===== src/rtl/mem_arbiter_pkg.sv =====
// -----------------------------------------------------------------------------
// mem_arbiter_pkg
// Shared definitions for the PYGMY-V32I single-port memory arbiter:
//   - arb_state_e           : 3-bit arbiter FSM state encoding
//   - MAX_LS_STREAK_DEFAULT : default bound on consecutive load/store grants
//                             while instruction fetch is also waiting
// -----------------------------------------------------------------------------
package mem_arbiter_pkg;

    typedef enum logic [2:0] {
        ARB_IDLE    = 3'd0,
        ARB_REQ_IF  = 3'd1,
        ARB_REQ_LS  = 3'd2,
        ARB_WAIT_IF = 3'd3,
        ARB_WAIT_LS = 3'd4
    } arb_state_e;

    localparam int unsigned MAX_LS_STREAK_DEFAULT = 4;

endpackage


===== src/rtl/mem_arbiter.sv =====
// -----------------------------------------------------------------------------
// mem_arbiter
// Single-port memory arbiter between instruction fetch (IF) and load/store (LS).
// One transaction is in flight at a time: select a requester in IDLE, present
// the request until the memory grants it, then wait for the response and route
// it back to the requester that issued it. LS has priority, but after
// MAX_LS_STREAK consecutive LS grants with IF waiting, IF is served once.
//
// Ports:
//   i_CLK, i_RSTn                  clock, synchronous active-low reset
//   i_IF_REQ/i_IF_ADDR             fetch request and address
//   o_IF_GNT/o_IF_RVALID/o_IF_RDATA fetch accept, response valid, response data
//   i_LS_REQ/WE/BE/ADDR/WDATA      data request and attributes
//   o_LS_GNT/o_LS_RVALID/o_LS_RDATA data accept, response (or write ack), data
//   o_MEM_REQ/WE/BE/ADDR/WDATA     memory bus request and latched attributes
//   i_MEM_GNT/RVALID/RDATA         memory accept, response valid, response data
//   o_STALL                        core stall while a data access is pending
// -----------------------------------------------------------------------------
module mem_arbiter
    import mem_arbiter_pkg::*;
#(
    parameter int unsigned MAX_LS_STREAK = MAX_LS_STREAK_DEFAULT
) (
    input  logic        i_CLK,
    input  logic        i_RSTn,

    input  logic        i_IF_REQ,
    input  logic [31:0] i_IF_ADDR,
    output logic        o_IF_GNT,
    output logic        o_IF_RVALID,
    output logic [31:0] o_IF_RDATA,

    input  logic        i_LS_REQ,
    input  logic        i_LS_WE,
    input  logic [3:0]  i_LS_BE,
    input  logic [31:0] i_LS_ADDR,
    input  logic [31:0] i_LS_WDATA,
    output logic        o_LS_GNT,
    output logic        o_LS_RVALID,
    output logic [31:0] o_LS_RDATA,

    output logic        o_MEM_REQ,
    output logic        o_MEM_WE,
    output logic [3:0]  o_MEM_BE,
    output logic [31:0] o_MEM_ADDR,
    output logic [31:0] o_MEM_WDATA,
    input  logic        i_MEM_GNT,
    input  logic        i_MEM_RVALID,
    input  logic [31:0] i_MEM_RDATA,

    output logic        o_STALL
);

    // Wide enough to hold MAX_LS_STREAK itself; the counter saturates there.
    localparam int unsigned StreakW = (MAX_LS_STREAK < 1) ? 1 : $clog2(MAX_LS_STREAK + 1);
    localparam logic [StreakW-1:0] StreakMax = StreakW'(MAX_LS_STREAK);

    arb_state_e          state_q, state_d;
    logic [StreakW-1:0]  streak_q, streak_d;
    logic                mem_we_q, mem_we_d;
    logic [3:0]          mem_be_q, mem_be_d;
    logic [31:0]         mem_addr_q, mem_addr_d;
    logic [31:0]         mem_wdata_q, mem_wdata_d;

    logic                sel_ls;
    logic                sel_if;
    logic                if_rvalid;
    logic                ls_rvalid;

    // -------------------------------------------------------------------------
    // Arbitration, attribute capture and next-state
    // -------------------------------------------------------------------------
    always_comb begin
        state_d     = state_q;
        streak_d    = streak_q;
        mem_we_d    = mem_we_q;
        mem_be_d    = mem_be_q;
        mem_addr_d  = mem_addr_q;
        mem_wdata_d = mem_wdata_q;
        sel_ls      = 1'b0;
        sel_if      = 1'b0;

        unique case (state_q)
            ARB_IDLE: begin
                // LS wins unless IF has already waited out a full LS streak.
                if (i_LS_REQ && !(i_IF_REQ && (streak_q == StreakMax))) begin
                    sel_ls = 1'b1;
                end else if (i_IF_REQ) begin
                    sel_if = 1'b1;
                end

                if (sel_ls) begin
                    state_d     = ARB_REQ_LS;
                    mem_we_d    = i_LS_WE;
                    mem_be_d    = i_LS_BE;
                    mem_addr_d  = i_LS_ADDR;
                    mem_wdata_d = i_LS_WDATA;
                    // Only LS grants that IF had to sit through count.
                    if (!i_IF_REQ) begin
                        streak_d = '0;
                    end else if (streak_q != StreakMax) begin
                        streak_d = streak_q + 1'b1;
                    end
                end else if (sel_if) begin
                    state_d     = ARB_REQ_IF;
                    mem_we_d    = 1'b0;
                    mem_be_d    = 4'hF;
                    mem_addr_d  = i_IF_ADDR;
                    mem_wdata_d = 32'h0;
                    streak_d    = '0;
                end
            end

            ARB_REQ_IF: begin
                if (i_MEM_GNT) begin
                    state_d = ARB_WAIT_IF;
                end
            end

            ARB_REQ_LS: begin
                if (i_MEM_GNT) begin
                    state_d = ARB_WAIT_LS;
                end
            end

            ARB_WAIT_IF: begin
                if (i_MEM_RVALID) begin
                    state_d = ARB_IDLE;
                end
            end

            ARB_WAIT_LS: begin
                if (i_MEM_RVALID) begin
                    state_d = ARB_IDLE;
                end
            end

            default: begin
                state_d = ARB_IDLE;
            end
        endcase
    end

    // -------------------------------------------------------------------------
    // State and attribute registers (synchronous reset)
    // -------------------------------------------------------------------------
    always_ff @(posedge i_CLK) begin
        if (!i_RSTn) begin
            state_q     <= ARB_IDLE;
            streak_q    <= '0;
            mem_we_q    <= 1'b0;
            mem_be_q    <= 4'h0;
            mem_addr_q  <= 32'h0;
            mem_wdata_q <= 32'h0;
        end else begin
            state_q     <= state_d;
            streak_q    <= streak_d;
            mem_we_q    <= mem_we_d;
            mem_be_q    <= mem_be_d;
            mem_addr_q  <= mem_addr_d;
            mem_wdata_q <= mem_wdata_d;
        end
    end

    // -------------------------------------------------------------------------
    // Outputs
    // -------------------------------------------------------------------------
    // Handshake outputs are qualified with i_RSTn so nothing is forwarded during
    // the reset cycle itself, before the state register has returned to IDLE.
    // GNT outside REQ_* and RVALID outside WAIT_* are dropped by construction.
    always_comb begin
        if_rvalid   = i_RSTn && (state_q == ARB_WAIT_IF) && i_MEM_RVALID;
        ls_rvalid   = i_RSTn && (state_q == ARB_WAIT_LS) && i_MEM_RVALID;

        o_MEM_REQ   = (state_q == ARB_REQ_IF) || (state_q == ARB_REQ_LS);
        o_MEM_WE    = mem_we_q;
        o_MEM_BE    = mem_be_q;
        o_MEM_ADDR  = mem_addr_q;
        o_MEM_WDATA = mem_wdata_q;

        o_IF_GNT    = i_RSTn && (state_q == ARB_REQ_IF) && i_MEM_GNT;
        o_LS_GNT    = i_RSTn && (state_q == ARB_REQ_LS) && i_MEM_GNT;
        o_IF_RVALID = if_rvalid;
        o_LS_RVALID = ls_rvalid;
        o_IF_RDATA  = if_rvalid ? i_MEM_RDATA : 32'h0;
        o_LS_RDATA  = ls_rvalid ? i_MEM_RDATA : 32'h0;

        // Stall from the moment LS asks until its response arrives; the
        // response cycle itself releases the pipeline.
        o_STALL     = i_RSTn
                      && (i_LS_REQ || (state_q == ARB_REQ_LS) || (state_q == ARB_WAIT_LS))
                      && !ls_rvalid;
    end

endmodule

===== config.mk =====
export PLATFORM = sky130hd
export DESIGN_NAME = mem_arbiter
export DESIGN_NICKNAME = d
export VERILOG_FILES = /design/src/rtl/mem_arbiter_pkg.sv /design/src/rtl/mem_arbiter.sv
export SDC_FILE = /design/constraint.sdc
export NUM_CORES = 1
export LEC_CHECK = 0
export ABC_AREA = 0
export CAP_MARGIN = 20
export CORE_MARGIN = 5
export CORE_UTILIZATION = 31
export CTS_BUF_LIST = sky130_fd_sc_hd__clkbuf_4 sky130_fd_sc_hd__clkbuf_8
export DETAILED_ROUTE_END_ITERATION = 12
export PLACE_DENSITY_LB_ADDON = 0.12
export SLEW_MARGIN = 10
export SYNTH_ARGS = -nofsm -noshare
export SYNTH_HDL_FRONTEND = slang
export SYNTH_SLANG_ARGS = --single-unit
export TNS_END_PERCENT = 5

===== constraint.sdc =====
create_clock -name i_CLK -period 1.5 [get_ports i_CLK]
set_input_delay 0.225 -clock i_CLK [delete_from_list [all_inputs] [get_ports i_CLK]]
set_output_delay 0.225 -clock i_CLK [all_outputs]
set_load 0.03 [all_outputs]

======== Word-level counts from Yosys, hierarchy flattened ========
Index checks and enable logic that the tools add are counted.
storage, ports and cells
  logic and storage cells ................. 66
  bits in registers ....................... 75
  output and inout port bits .............. 139
  input port bits ......................... 139
cells by class
  muxes and demuxes ....................... 25
  $add $sub $neg .......................... 1
  equal/unequal tests ..................... 11
  reduce and logical (&&, ||, !) cells .... 23
operators with widths
  cell                                                             number
  32-bit 2-to-1 mux                                                6
  3-bit 2-to-1 mux                                                 9
  1-bit logical AND                                                12
  3-bit case mux with 4 select lines                               1
  4-bit 2-to-1 mux                                                 2
  1-bit 2-to-1 mux                                                 7
  3-bit by 2-bit == test with 1-bit output, second input constant  2
  3-bit == test, second input constant                             2
  3-bit != test, second input constant                             2
  2-bit != test, second input constant                             2
  4-bit AND reduction                                              1
  3-bit by 1-bit adder with 3-bit output, second input constant    1
  3-bit by 1-bit == test with 1-bit output, second input constant  1
  3-bit logical NOT                                                1
  1-bit logical OR                                                 3
  3-bit by 1-bit != test with 1-bit output, second input constant  1
  3-bit AND reduction                                              1
  1-bit logical NOT                                                2
  2-bit by 1-bit != test with 1-bit output, second input constant  1
  2-bit AND reduction                                              1
  2-bit nonzero test                                               1
  2-bit OR reduction                                               1

======== Longest topological paths before layout ========
  word-level depth ........................ 9
  mapped depth ............................ 8
  gate-level depth less buffers ........... 6

======== Least setup slack after synthesis ========
Ideal clock, no wire load.
  path kind ............................... register to output
  from .................................... register state_q[1]
  to ...................................... output o_IF_RDATA[22]
  arrival ................................. 1.782 ns
  cell stages (with the launch flop) ...... 6
  data required time ...................... 1.275 ns
  setup slack ............................. -0.507 ns
  path through ............................ dfxtp_1 -> buf_2 -> nor2b_1 -> and4_1 -> clkbuf_1 -> and2_1
between the ends
  longest elaborated chain between the ends .. 4
ends and longest elaborated chain
  what                                      line                text
  start: declaration                        mem_arbiter.sv:58   arb_state_e state_q, state_d;
  start signal: assignment                  mem_arbiter.sv:156  state_q <= state_d;
  3-bit by 2-bit == test with 1-bit output  mem_arbiter.sv:172  if_rvalid = i_RSTn && (state_q == ARB_WAIT_IF) && i_MEM_RVALID;
  1-bit logical AND (2 in series)           mem_arbiter.sv:172
  net o_IF_RVALID                           mem_arbiter.sv:30   output logic o_IF_RVALID,
  32-bit 2-to-1 mux                         mem_arbiter.sv:185  o_IF_RDATA = if_rvalid ? i_MEM_RDATA : 32'h0;
  end: declaration                          mem_arbiter.sv:31   output logic [31:0] o_IF_RDATA,
The timed path passes the listed nets, and every way through them passes these cells.

======== Worst setup path in the final report ========
  from .................................... register state_q[2]
  to ...................................... output o_IF_RDATA[16]
between the ends
  longest elaborated chain between the ends .. 4
ends and longest elaborated chain
  what                                      line
  3-bit by 2-bit == test with 1-bit output  mem_arbiter.sv:172
  1-bit logical AND (2 in series)           mem_arbiter.sv:172
  32-bit 2-to-1 mux                         mem_arbiter.sv:185
No other way between the ends.

==> reports/metrics.csv <==
metric;value;unit
status;complete, but fails checks;
violations;negative setup slack;
die_area;13730;um^2
rows;39;
critPathKind;flip-flop to primary output;
htreeDepth;3;
tns;-27.63;ns
syn_nets;570;
worstPathCellList;buf_6 > nor2b_4 > and4_4 > and2_2 > buf_6;
cts_buffers;9;
clockBufferDepth;2;
worstPathMaxFanout;8;
core_region_area;11320;um^2
grt_overflow_total;0;
grt_pass1_wl;22250;um
path_clk_slew;0.08;ns
hold_violations;0;
synth_edf_count;0;
critPathTopFamily;simple AND/OR/NAND/NOR gates;
ys_ff_latch;75;
cp_slowest_cell;dfxtp_4;
wirelength;14830;um
relSlewSlack;68.88;%
cp_slowest_stage_delay;0.36;ns
grt_pass1_vias;4349;
rr_worst_depth;6;
cts_tree;done;
yosys.area.top_type_share;42.16;%
ys_seq_area_share;42.16;%
synthCells;429;
antenna_found_initial;0;
start_util;31.45;%
die_h;117.2;um
post_drt_via_cell_ratio;4.823;
antenna_left;0;
dp.cells;843;
period_share;122.7;%
p_total;7.420;mW
crit_buf_inv;2;
worstMarginPinSlew;0.4668;ns
pin_count;278;
pre_cts_ws;-0.2962;ns
ir_worst_vdd;0.0005599;V
worst_slack;-0.3409;ns
num_vias;4191;
fmax;543.2;MHz
arrival;1.62;ns
avgSynthCellArea;8.301;um^2
worstHoldEndpoint;state_q[2];
drv_cap;0;
clk_latency;0.34;ns
p_per_area;1032;nW/um^2
min_path_type;input port to flip-flop;
skew;0.009289;ns
r2r_setup_slack;-0.16;ns
cts_sinks;75;
grt_max_degree;46;
period_needed;1.841;ns
slew_violations;0;
p_leak;3.204;nW
critPathRequiredTime;1.27;ns
syn_to_final_growth;102.0;%
path_common_cell;buf_6;
cp-end-kind;primary output;
gp_congestion;0.7867;
holdPathStages;4;
wl_per_cell;17.06;um
yosysWarnings;0;
drc;0;
syn-cell-area;3561;um^2
crit_cells;5;
r2r-end;o_MEM_WDATA[12];
worstSetupStartpointType;flip-flop;
min-delay-start;i_RSTn;
synth_flop_cell;dfxtp_1;
ys_types;40;
drt-pass1-iter-count;4;
grt_setup_unrepaired;yes;
final_cells;869;
die_x;117.2;um
root_buffer;clkbuf_8;
antenna_cells;0;
grt_usage;20.49;%
r2r-start;state_q[1];
port_buffers;277;
ys_top_cells_by_area;dfxtp_1 42%, and2_1 11%, nand2_1 7.6%;
yosys.area.top_type;dfxtp_1;
post-dp-hpwl;10750;um
drt_iter0_markers;180;
setup_viol;143;
nets;862;
ys_async_sr_fraction;0;%
drive_above_1_share;30.30;%
cell type report:
type | instances | area (um^2)
clock buffers | 9 | 123.9
multi-input cells | 316 | 2115
clock inverters | 7 | 100.1
fillers | 995 | 4128
well taps | 143 | 178.9
repair buffers | 315 | 3151
inverters | 4 | 15.01
flip-flops and latches | 75 | 1510
cells in the mapped netlist (4+ instances only):
master / number
a22oi_1: 33
and2_1: 65
buf_2: 7
inv_1: 4
nor2_1: 7
o21ai_0: 34
nor2b_1: 35
nand2_1: 72
buf_6: 6
dfxtp_1: 75
o221a_2: 4
clkbuf_1: 23
a31oi_1: 32
placed cells by master, fill, tap and decap left out, types with 2 or more instances in the layout:
cell             instances
a31oi_1                 32
buf_12                   9
nand3_2                  2
and2_4                  39
clkinv_4                 2
o21ai_2                  3
o221a_2                  4
nor2_4                   2
or2_4                    2
clkbuf_8                 9
and2_2                  19
nor4b_2                  2
nor2b_1                 34
nor2_1                   6
a22oi_2                  3
o21ai_1                 30
buf_4                   33
dfxtp_4                  2
dfxtp_1                 72
a22oi_1                 30
nand2_1                 71
ha_1                     2
buf_6                   66
inv_1                    4
dlygate4sd2_1           70
bufinv_16                2
and4_4                   4
inv_6                    2
and2_1                   7
clkdlybuf4s50_1        136
worst register-to-register path, cell delays in order (launching register included):
cell	delay (ns)
dfxtp_2	0.35
buf_6	0.11
or3_4	0.42
or2_4	0.25
buf_12	0.17
a22oi_1	0.19
nor2b_1	0.07
logic make-up (layout without fill, tap and decap cells):
family	after synthesis	after routing	synth area share, %
AOI/OAI and AO/OA	113	113	20.98
adders and majority gates	2	2	0.7026
buffers and inverters	42	335	6.043
xor gates and xnor gates	1	1	0.2460
and+or+nand+nor	195	199	29.59
muxes	1	1	0.2811
DFF	75	75	42.16
metrics by stage:
| step | hold slack (ns) | util, % | area (um^2) |
|---|---|---|---|
| 2_1_floorplan | 0.3645 | - | 3656 |
| 3_3_place_gp | 0.4751 | 58.09 | 6576 |
| 3_5_place_dp | 0.5044 | 58.09 | 6576 |
| 4_1_cts | 0.3140 | 63.13 | 7147 |
| 5_1_grt | 0.3262 | 63.54 | 7193 |
| 6_report | 0.3329 | 63.54 | 7193 |
report_power, final:
group / switching, mW / leakage (nW) / internal [mW]
logic: 1.77 / 2.47 / 1.38
registers: 0.181 / 0.620 / 2.33
clock network: 0.808 / 0.114 / 0.952
worst max-delay path by stage:
stage / startpoint / to / slack, ns
floorplan: state_q[2] / streak_q[2] / -0.11
global placement: i_MEM_RVALID / o_IF_RDATA[4] / -0.25
detailed placement: i_MEM_RVALID / o_IF_RDATA[17] / -0.30
CTS: state_q[0] / o_LS_RDATA[17] / -0.34
global route: state_q[2] / o_LS_RDATA[29] / -0.42
finish: state_q[2] / o_IF_RDATA[16] / -0.34
flip-flops by register name (all words and copies together), names as in the netlist:
signal       cells
streak_q         3
state_q          3
o_MEM_WE         1
o_MEM_BE         4
o_MEM_ADDR      32
o_MEM_WDATA     32
per-layer routing:
layer  share of wire, %  vias up  track usage (%)  routed length [um]
li1                   -     2071                -                   -
met1                 39     1934            23.99                5776
met2                 50      168            35.33                7397
met3                9.7       18            7.661                1437
met4                1.5        0            5.275                 218
met5                  0        -                0                   0
what timing repair did:
action	CTS	global route
resized for setup	195	30
hold buffers	0	0
pin swaps	26	24
buffers inserted	6	1
setup endpoints to repair	212	144
endpoints found under the hold margin	0	0
gates cloned	5	0
No activity file was read; power rests on OpenSTA's default activity.
